==> config.mk <==
export PLATFORM = sky130hd
export DESIGN_NAME = led_gui_key_scan
export DESIGN_NICKNAME = d
export VERILOG_FILES = /design/src/rtl/led_gui_pkg.sv /design/src/rtl/key_debounce.sv /design/src/rtl/led_gui_key_scan.sv
export SDC_FILE = /design/constraint.sdc
export NUM_CORES = 1
export LEC_CHECK = 0
export BUFFER_PORTS_ARGS = -buffer_cell sky130_fd_sc_hd__clkbuf_2
export CAP_MARGIN = 10
export CELL_PAD_IN_SITES_DETAIL_PLACEMENT = 1
export CELL_PAD_IN_SITES_GLOBAL_PLACEMENT = 1
export CORE_ASPECT_RATIO = 0.6
export CORE_MARGIN = 4
export CORE_UTILIZATION = 54
export DETAILED_ROUTE_END_ITERATION = 8
export HOLD_SLACK_MARGIN = 0.02
export PLACE_DENSITY = 0.86
export REMOVE_ABC_BUFFERS = 1
export SLEW_MARGIN = 25
export SYNTH_ARGS = -nofsm -noshare
export SYNTH_HDL_FRONTEND = slang
export SYNTH_SLANG_ARGS = --single-unit
==> constraint.sdc <==
create_clock -name clk -period 8.8 [get_ports clk]
set_input_delay 2.2 -clock clk [delete_from_list [all_inputs] [get_ports clk]]
set_output_delay 2.2 -clock clk [all_outputs]
set_load 0.01 [all_outputs]
==> src/rtl/led_gui_pkg.sv <==
// Shared key constants for the LED GUI front end and menu block.
package led_gui_pkg;
   localparam int KEY_NUM   = 4;
   localparam int KEY_UP    = 3;
   localparam int KEY_DOWN  = 2;
   localparam int KEY_LEFT  = 1;
   localparam int KEY_RIGHT = 0;

   // Keys that auto-repeat while held.
   localparam logic [KEY_NUM-1:0] REPEAT_KEYS = KEY_NUM'((1 << KEY_UP) | (1 << KEY_DOWN));

   typedef enum logic [1:0] {
      RPT_IDLE,
      RPT_DELAY,
      RPT_REPEAT
   } rpt_state_t;
endpackage

==> src/rtl/key_debounce.sv <==
// One key channel: two-flop synchroniser, stable-count debouncer, press-edge pulse.
module key_debounce
   import led_gui_pkg::*;
#(
   parameter int DEBOUNCE_CYCLES = 1_000_000
) (
   input  logic clk,
   input  logic rst,
   input  logic i_key_n,
   output logic o_level,
   output logic o_press
);
   localparam int CW = $clog2(DEBOUNCE_CYCLES + 1);
   localparam logic [CW-1:0] CNT_LAST = CW'(DEBOUNCE_CYCLES - 1);

   logic          r_sync1;
   logic          r_sync2;
   logic          r_level;
   logic          r_press;
   logic [CW-1:0] r_cnt;
   logic          w_differ;

   // r_level is stored active-high (1 = pressed) while the pins are active-low.
   assign w_differ = (~r_sync2) != r_level;

   always_ff @(posedge clk or posedge rst) begin
      if (rst) begin
         r_sync1 <= 1'b1;
         r_sync2 <= 1'b1;
         r_level <= 1'b0;
         r_press <= 1'b0;
         r_cnt   <= '0;
      end else begin
         r_sync1 <= i_key_n;
         r_sync2 <= r_sync1;
         r_press <= 1'b0;
         if (!w_differ) begin
            r_cnt <= '0;
         end else if (r_cnt == CNT_LAST) begin
            r_level <= ~r_level;
            r_press <= ~r_level;
            r_cnt   <= '0;
         end else begin
            r_cnt <= r_cnt + 1'b1;
         end
      end
   end

   assign o_level = r_level;
   assign o_press = r_press;
endmodule

==> src/rtl/led_gui_key_scan.sv <==
// Key scan top: four debounce channels, fixed-priority press arbitration, up/down auto-repeat.
module led_gui_key_scan
   import led_gui_pkg::*;
#(
   parameter int DEBOUNCE_CYCLES = 1_000_000,
   parameter int REPEAT_DELAY    = 25_000_000,
   parameter int REPEAT_PERIOD   = 5_000_000
) (
   input  logic               clk,
   input  logic               rst,
   input  logic [KEY_NUM-1:0] key_n,
   output logic [KEY_NUM-1:0] config_sig,
   output logic [KEY_NUM-1:0] key_state
);
   localparam int RPT_MAX = (REPEAT_DELAY > REPEAT_PERIOD) ? REPEAT_DELAY : REPEAT_PERIOD;
   localparam int RW      = $clog2(RPT_MAX + 1);
   localparam logic [RW-1:0] DELAY_LAST  = RW'(REPEAT_DELAY - 1);
   localparam logic [RW-1:0] PERIOD_LAST = RW'(REPEAT_PERIOD - 1);

   logic [KEY_NUM-1:0] w_level;
   logic [KEY_NUM-1:0] w_press;
   logic [KEY_NUM-1:0] w_sel;
   logic               w_rep_held;
   logic               w_other_chg;

   rpt_state_t         r_state;
   logic [RW-1:0]      r_cnt;
   logic [KEY_NUM-1:0] r_rep_mask;
   logic [KEY_NUM-1:0] r_config;
   logic [KEY_NUM-1:0] r_key_state;

   for (genvar g = 0; g < KEY_NUM; g++) begin : g_key
      key_debounce #(
         .DEBOUNCE_CYCLES(DEBOUNCE_CYCLES)
      ) u_debounce (
         .clk     (clk),
         .rst     (rst),
         .i_key_n (key_n[g]),
         .o_level (w_level[g]),
         .o_press (w_press[g])
      );
   end

   always_comb begin
      w_sel = '0;
      if (w_press[KEY_UP])         w_sel[KEY_UP]    = 1'b1;
      else if (w_press[KEY_DOWN])  w_sel[KEY_DOWN]  = 1'b1;
      else if (w_press[KEY_LEFT])  w_sel[KEY_LEFT]  = 1'b1;
      else if (w_press[KEY_RIGHT]) w_sel[KEY_RIGHT] = 1'b1;
   end

   // r_key_state lags w_level by one cycle, so their difference flags a level change.
   assign w_rep_held  = |(w_level & r_rep_mask);
   assign w_other_chg = |((w_level ^ r_key_state) & ~r_rep_mask);

   always_ff @(posedge clk or posedge rst) begin
      if (rst) begin
         r_state     <= RPT_IDLE;
         r_cnt       <= '0;
         r_rep_mask  <= '0;
         r_config    <= '0;
         r_key_state <= '0;
      end else begin
         r_key_state <= w_level;
         r_config    <= '0;
         if (|w_press) begin
            r_config <= w_sel;
            r_cnt    <= '0;
            if (r_state == RPT_IDLE && (w_sel & REPEAT_KEYS) != '0) begin
               r_state    <= RPT_DELAY;
               r_rep_mask <= w_sel;
            end else begin
               r_state <= RPT_IDLE;
            end
         end else if (r_state != RPT_IDLE && (!w_rep_held || w_other_chg)) begin
            r_state <= RPT_IDLE;
            r_cnt   <= '0;
         end else begin
            case (r_state)
               RPT_DELAY: begin
                  if (r_cnt == DELAY_LAST) begin
                     r_config <= r_rep_mask;
                     r_state  <= RPT_REPEAT;
                     r_cnt    <= '0;
                  end else begin
                     r_cnt <= r_cnt + 1'b1;
                  end
               end
               RPT_REPEAT: begin
                  if (r_cnt == PERIOD_LAST) begin
                     r_config <= r_rep_mask;
                     r_cnt    <= '0;
                  end else begin
                     r_cnt <= r_cnt + 1'b1;
                  end
               end
               default: r_cnt <= '0;
            endcase
         end
      end
   end

   assign config_sig = r_config;
   assign key_state  = r_key_state;
endmodule

### Word level (Yosys, flattened, before mapping)

Cells that the tools add are included.
Widths: inputs -> output; s select.

* bits in registers: 135
* bits of input ports: 6
* output and inout bits: 8
* logic and storage cells: 110

* $add $sub $neg: 5
* equality and inequality tests: 12
* muxes and demuxes: 38
* bitwise operators: 12
* reductions and logical operators: 18

Operator list (number)
* $mux 20: 8
* $mux 25: 4
* $add 20x1->20 const B: 4
* $eq 20x20->1 const B: 4
* $pmux 25 s2: 1
* $add 25x1->25 const B: 1
* $eq 25x23->1 const B: 1
* $eq 25x25->1 const B: 1
* $mux 4: 4
* $mux 1: 14
* $reduce_and 2->1: 6
* $reduce_or 4->1: 3
* $mux 2: 5
* $and 4x4->4: 2
* $not 1->1: 8
* $pmux 4 s2: 1
* $reduce_bool 3->1: 2
* $ne 1x1->1: 4
* $not 4->4: 1
* $reduce_bool 4->1: 1
* $xor 4x4->4: 1
* $mux 3: 1
* $eq 2x1->1 const B: 1
* $eq 2x2->1 const B: 1
* 5 further kinds: 6

### Logic depth before layout (Yosys ltp)

* depth after elaboration: 8
* mapped depth: 8
* mapped depth without buffers: 6

### Hierarchy

From an unflattened synthesis, not the netlist that was laid out.

* cells, all modules: 651
* area, all modules: 6682.7 um^2

Modules (own cells, without submodules)
* key_debounce: instances 4, cells each 113, area an instance 1158.6 um^2, seq. area each 603.1 um^2
* led_gui_key_scan: instances 1, cells each 199, area an instance 2048.2 um^2, seq. area each 975.9 um^2

### Worst setup path before layout

No wires, ideal clock.

* path type: reg-to-output
* start: register r_key_state[0], in the netlist key_state[0]
* end: output port key_state[0]
* arrival: 394 ps
* required time: 6600 ps
* path slack: 6206 ps
* stages on the path, launching flop included: 1
* path buffers: 0
* cell sequence: dfrtp_1

RTL lines
* start: declaration: line led_gui_key_scan.sv:30 `logic [KEY_NUM-1:0] r_key_state;`
* start signal: assignment: line led_gui_key_scan.sv:64 `r_key_state <= w_level;`
* end: declaration: line led_gui_key_scan.sv:13 `output logic [KEY_NUM-1:0] key_state`

No word-level cell between the ends.

### Worst setup path after layout

* start: register r_key_state[3], in the netlist key_state[3]
* end: output port key_state[3]

No word-level cell between the ends.

==> flow_metrics.py <==
metrics = {
    "run_status": {
        "status": "finished clean",
    },
    "clocking": {
        "cts_tree": "built",
        "clk_path_buf_depth": 2,
        "clk_pin_slew_ps": 60,
        "ctsResizeCount": 0,
        "cts_sinks": 135,
        "cts_hold_buf": 0,
        "cts_root_buf": "clkbuf_16",
        "numCtsBuffers": 17,
        "clock_latency_ps": 420,
        "cts_htree_levels": 4,
        "postCtsSetupRepairBufs": 0,
    },
    "floorplanning": {
        "dieArea_um2": 13590,
        "initial_core_util_pct": 55.71,
        "die_w_um": 147.8,
        "die_h_um": 91.91,
        "boundaryPins": 14,
        "rows": 30,
        "core_region_area_um2": 11370,
    },
    "synth": {
        "ys_ff_latch": 135,
        "syn_area_per_cell_um2": 10.44,
        "synth_area_um2": 6336,
        "yosysSeqAreaShare_pct": 53.48,
        "synth_warnings": 0,
        "synth_cell_types": 45,
        "syn_inst": 607,
    },
    "placement": {
        "place_area_um2": 6558,
        "gp_congestion": 0.7626,
        "dp_hpwl_um": 9931,
        "port-buffer-count": 13,
    },
    "detailed_routing": {
        "drt_pass1_iterations": 5,
        "drc": 0,
        "vias_per_cell": 5.846,
        "route.antenna.remaining_nets": 0,
        "drt_wl_total_um": 16400,
        "drt-wirelength-per-cell_um": 20.34,
        "drt_iter0_drc": 226,
        "num_vias": 4712,
    },
    "pwr": {
        "p_switching_mw": 0.3000,
        "power_density_nw_per_um2": 195.2,
        "seqPwrFrac_pct": 45.3,
        "worst_ir_drop_vdd_v": 0.0001210,
        "p_comb_share_pct": 2.2,
        "clkPwrFrac_pct": 52.5,
        "power_mw": 1.404,
        "switching_share_pct": 21.36,
        "power.leakage_nw": 3.000,
        "p_int_mw": 1.104,
    },
    "critical_path": {
        "cpPeakStageDelay_ps": 400,
        "end_kind": "primary output",
        "cpMaxStageDelayCell": "dfrtp_1",
        "cp.arrival_ps": 960,
        "start_kind": "register",
        "critPathRequiredTime_ps": 6600,
        "crit_type": "register to primary output",
        "cp_cell_sequence": "clkbuf_2",
        "worst-path-buf-inv": 1,
        "crit_fanout": 2,
        "path_delay_family": "flip-flops",
    },
    "flow_run": {
        "maxCapViolations": 0,
    },
    "sta": {
        "setup_viol_count_final": 0,
        "fin_skew_ps": 9.984,
        "timing.hold.ws_ps": 355.6,
        "rsz0062_at_grt": "false",
        "period_needed_ps": 3158,
        "max_freq_mhz": 316.6,
        "relSlewSlack_pct": 34.11,
        "max_slew.worst_pin.slew_ps": 983.6,
        "hold_viol_final": 0,
        "maxSlewViolCount": 0,
        "fin_setup_tns_ps": 0,
        "fin_crit_sh_pct": 35.89,
    },
    "grt": {
        "antenna_found_initial": 0,
        "grt_pass1_vias": 5138,
        "grt_overflow": 0,
        "grt_max_degree": 76,
        "track_usage_pct": 25.90,
        "grt_pass1_wl_um": 27300,
    },
    "layout": {
        "fin_util_pct": 63.25,
        "layout-drive-gt1-share_pct": 13.16,
        "nets": 647,
        "area.growth.synth_to_final_pct": 13.53,
        "diodes": 0,
        "design_area_um2": 7193,
        "nFillCells": 1218,
    },
    "worst_hold_path": {
        "hold_class": "register to register",
    },
}
## synth_stat cells (all sizes together)
cell type    n  area, µm²
nor3        18      90.09
buf          3      35.03
and4b        1      10.01
o31ai        1      12.51
nand4bb      3      33.78
nand3       42      210.2
nand4       21      131.4
xnor2       47      411.6
clkbuf       5      18.77
nand2b       1      6.260
nor3b        4      35.03
nand2       45      171.4
and2         8      50.05
nor4bb       2      20.02
nor4b        5      43.79
dfrtp      127       3178
or4          2      18.77
a32o         1      10.01
and3        19      120.1
ha           8      100.1
a22o         3      26.28
xor2        55      481.7
o211ai       1      21.27
or3          3      18.77
a21boi       1      7.510
dfstp        8      210.2
o21ai        8      40.04
inv         17      63.81
a31o         3      26.28
nor4        12      130.1
nor2       118      493.0
o22ai        2      12.51
a31oi        2      12.51
and4         7      61.31
nand4b       1      8.760
a21oi        3      15.01
## power by group through the flow
stage                     clock network [mW]  registers (mW)  logic, mW
final                                  0.737           0.636     0.0313
after global routing                   0.781           0.636     0.0360
after CTS                              0.743           0.636     0.0307
after detailed placement                   0           0.646     0.0298
after global placement                     0           0.646     0.0283
after floorplan                            0           0.644     0.0203
## registers in the layout, indices dropped and copies added (netlist names)
signal and cells:
r_state 2, r_cnt 25, config_sig 4, g_key.u_debounce.o_level 4, g_key.u_debounce.r_cnt 80, g_key.u_debounce.o_press 4, key_state 4, g_key.u_debounce.r_sync1 4
g_key.u_debounce.r_sync2 4, r_rep_mask 4
## worst paths after layout
kind                                             start                            to  slack [ps]  cells after the start
setup / recovery                          key_state[3]                  key_state[3]        5640                      1
hold / removal             g_key[2].u_debounce.r_sync1   g_key[2].u_debounce.r_sync2         360                      0
setup reg to reg                             r_cnt[20]                      r_cnt[4]        6260                      5
hold reg to reg            g_key[2].u_debounce.r_sync1   g_key[2].u_debounce.r_sync2         360                      0
max in group asynchronous                          rst   g_key[1].u_debounce.r_sync1        5720                      4
min in group asynchronous                          rst  g_key[3].u_debounce.r_cnt[9]        1900                      2
## metal layers
| layer | global-route usage, % | vias to the layer above | wire length [µm] |
|---|---|---|---|
| li1 | - | 2135 | - |
| met1 | 33.82 | 2422 | 7062 |
| met2 | 42.85 | 117 | 8321 |
| met3 | 5.481 | 38 | 622 |
| met4 | 9.915 | 0 | 390 |
| met5 | 0 | - | 0 |
## cell families (layout without fill, tap and decap cells)
family,count (synthesis),after routing,share of synthesized area [%]
buffers and inverters,25,64,1.856
flip-flops,135,135,53.48
XOR/XNOR,102,102,14.10
AND/OR/NAND/NOR,312,312,26.09
AO/OA/AOI/OAI,25,25,2.903
adder cells (fa/ha/maj),8,8,1.580
## per-stage QoR
stage / cells / worst slack [ps]
6_report: 806 / 5642
4_1_cts: 805 / 5382
3_5_place_dp: 773 / 4923
2_1_floorplan: 599 / 3002
5_1_grt: 806 / 5516
3_3_place_gp: 773 / 4968
## placed cells by master, fill, tap and decap left out, types with 4 or more instances in the layout
master	netlist	routed
and2_1	8	8
and3_1	18	18
and4_1	7	7
clkbuf_1	5	4
clkbuf_16	0	17
clkbuf_2	0	13
dfrtp_1	127	127
dfstp_2	8	8
ha_1	8	8
inv_1	17	16
nand2_1	44	44
nand3_1	42	42
nand4_1	21	21
nor2_1	98	98
nor2_2	20	20
nor3_1	18	17
nor4_1	6	6
nor4_2	4	4
nor4b_1	5	5
o21ai_1	6	6
xnor2_1	47	47
xor2_1	55	55
## final cells by class
type                    instances  area, µm²  share of cell area (%)
flip-flops and latches        135       3388                   47.10
clock buffers                  24      481.7                   6.697
multi-input cells             447       2835                   39.42
inverters                      17      66.31                  0.9219
clock inverters                 8      121.4                   1.687
repair buffers                 15      100.1                   1.392
well taps                     160      200.2                   2.783
Note: power is estimated with default switching activity, not from simulation.
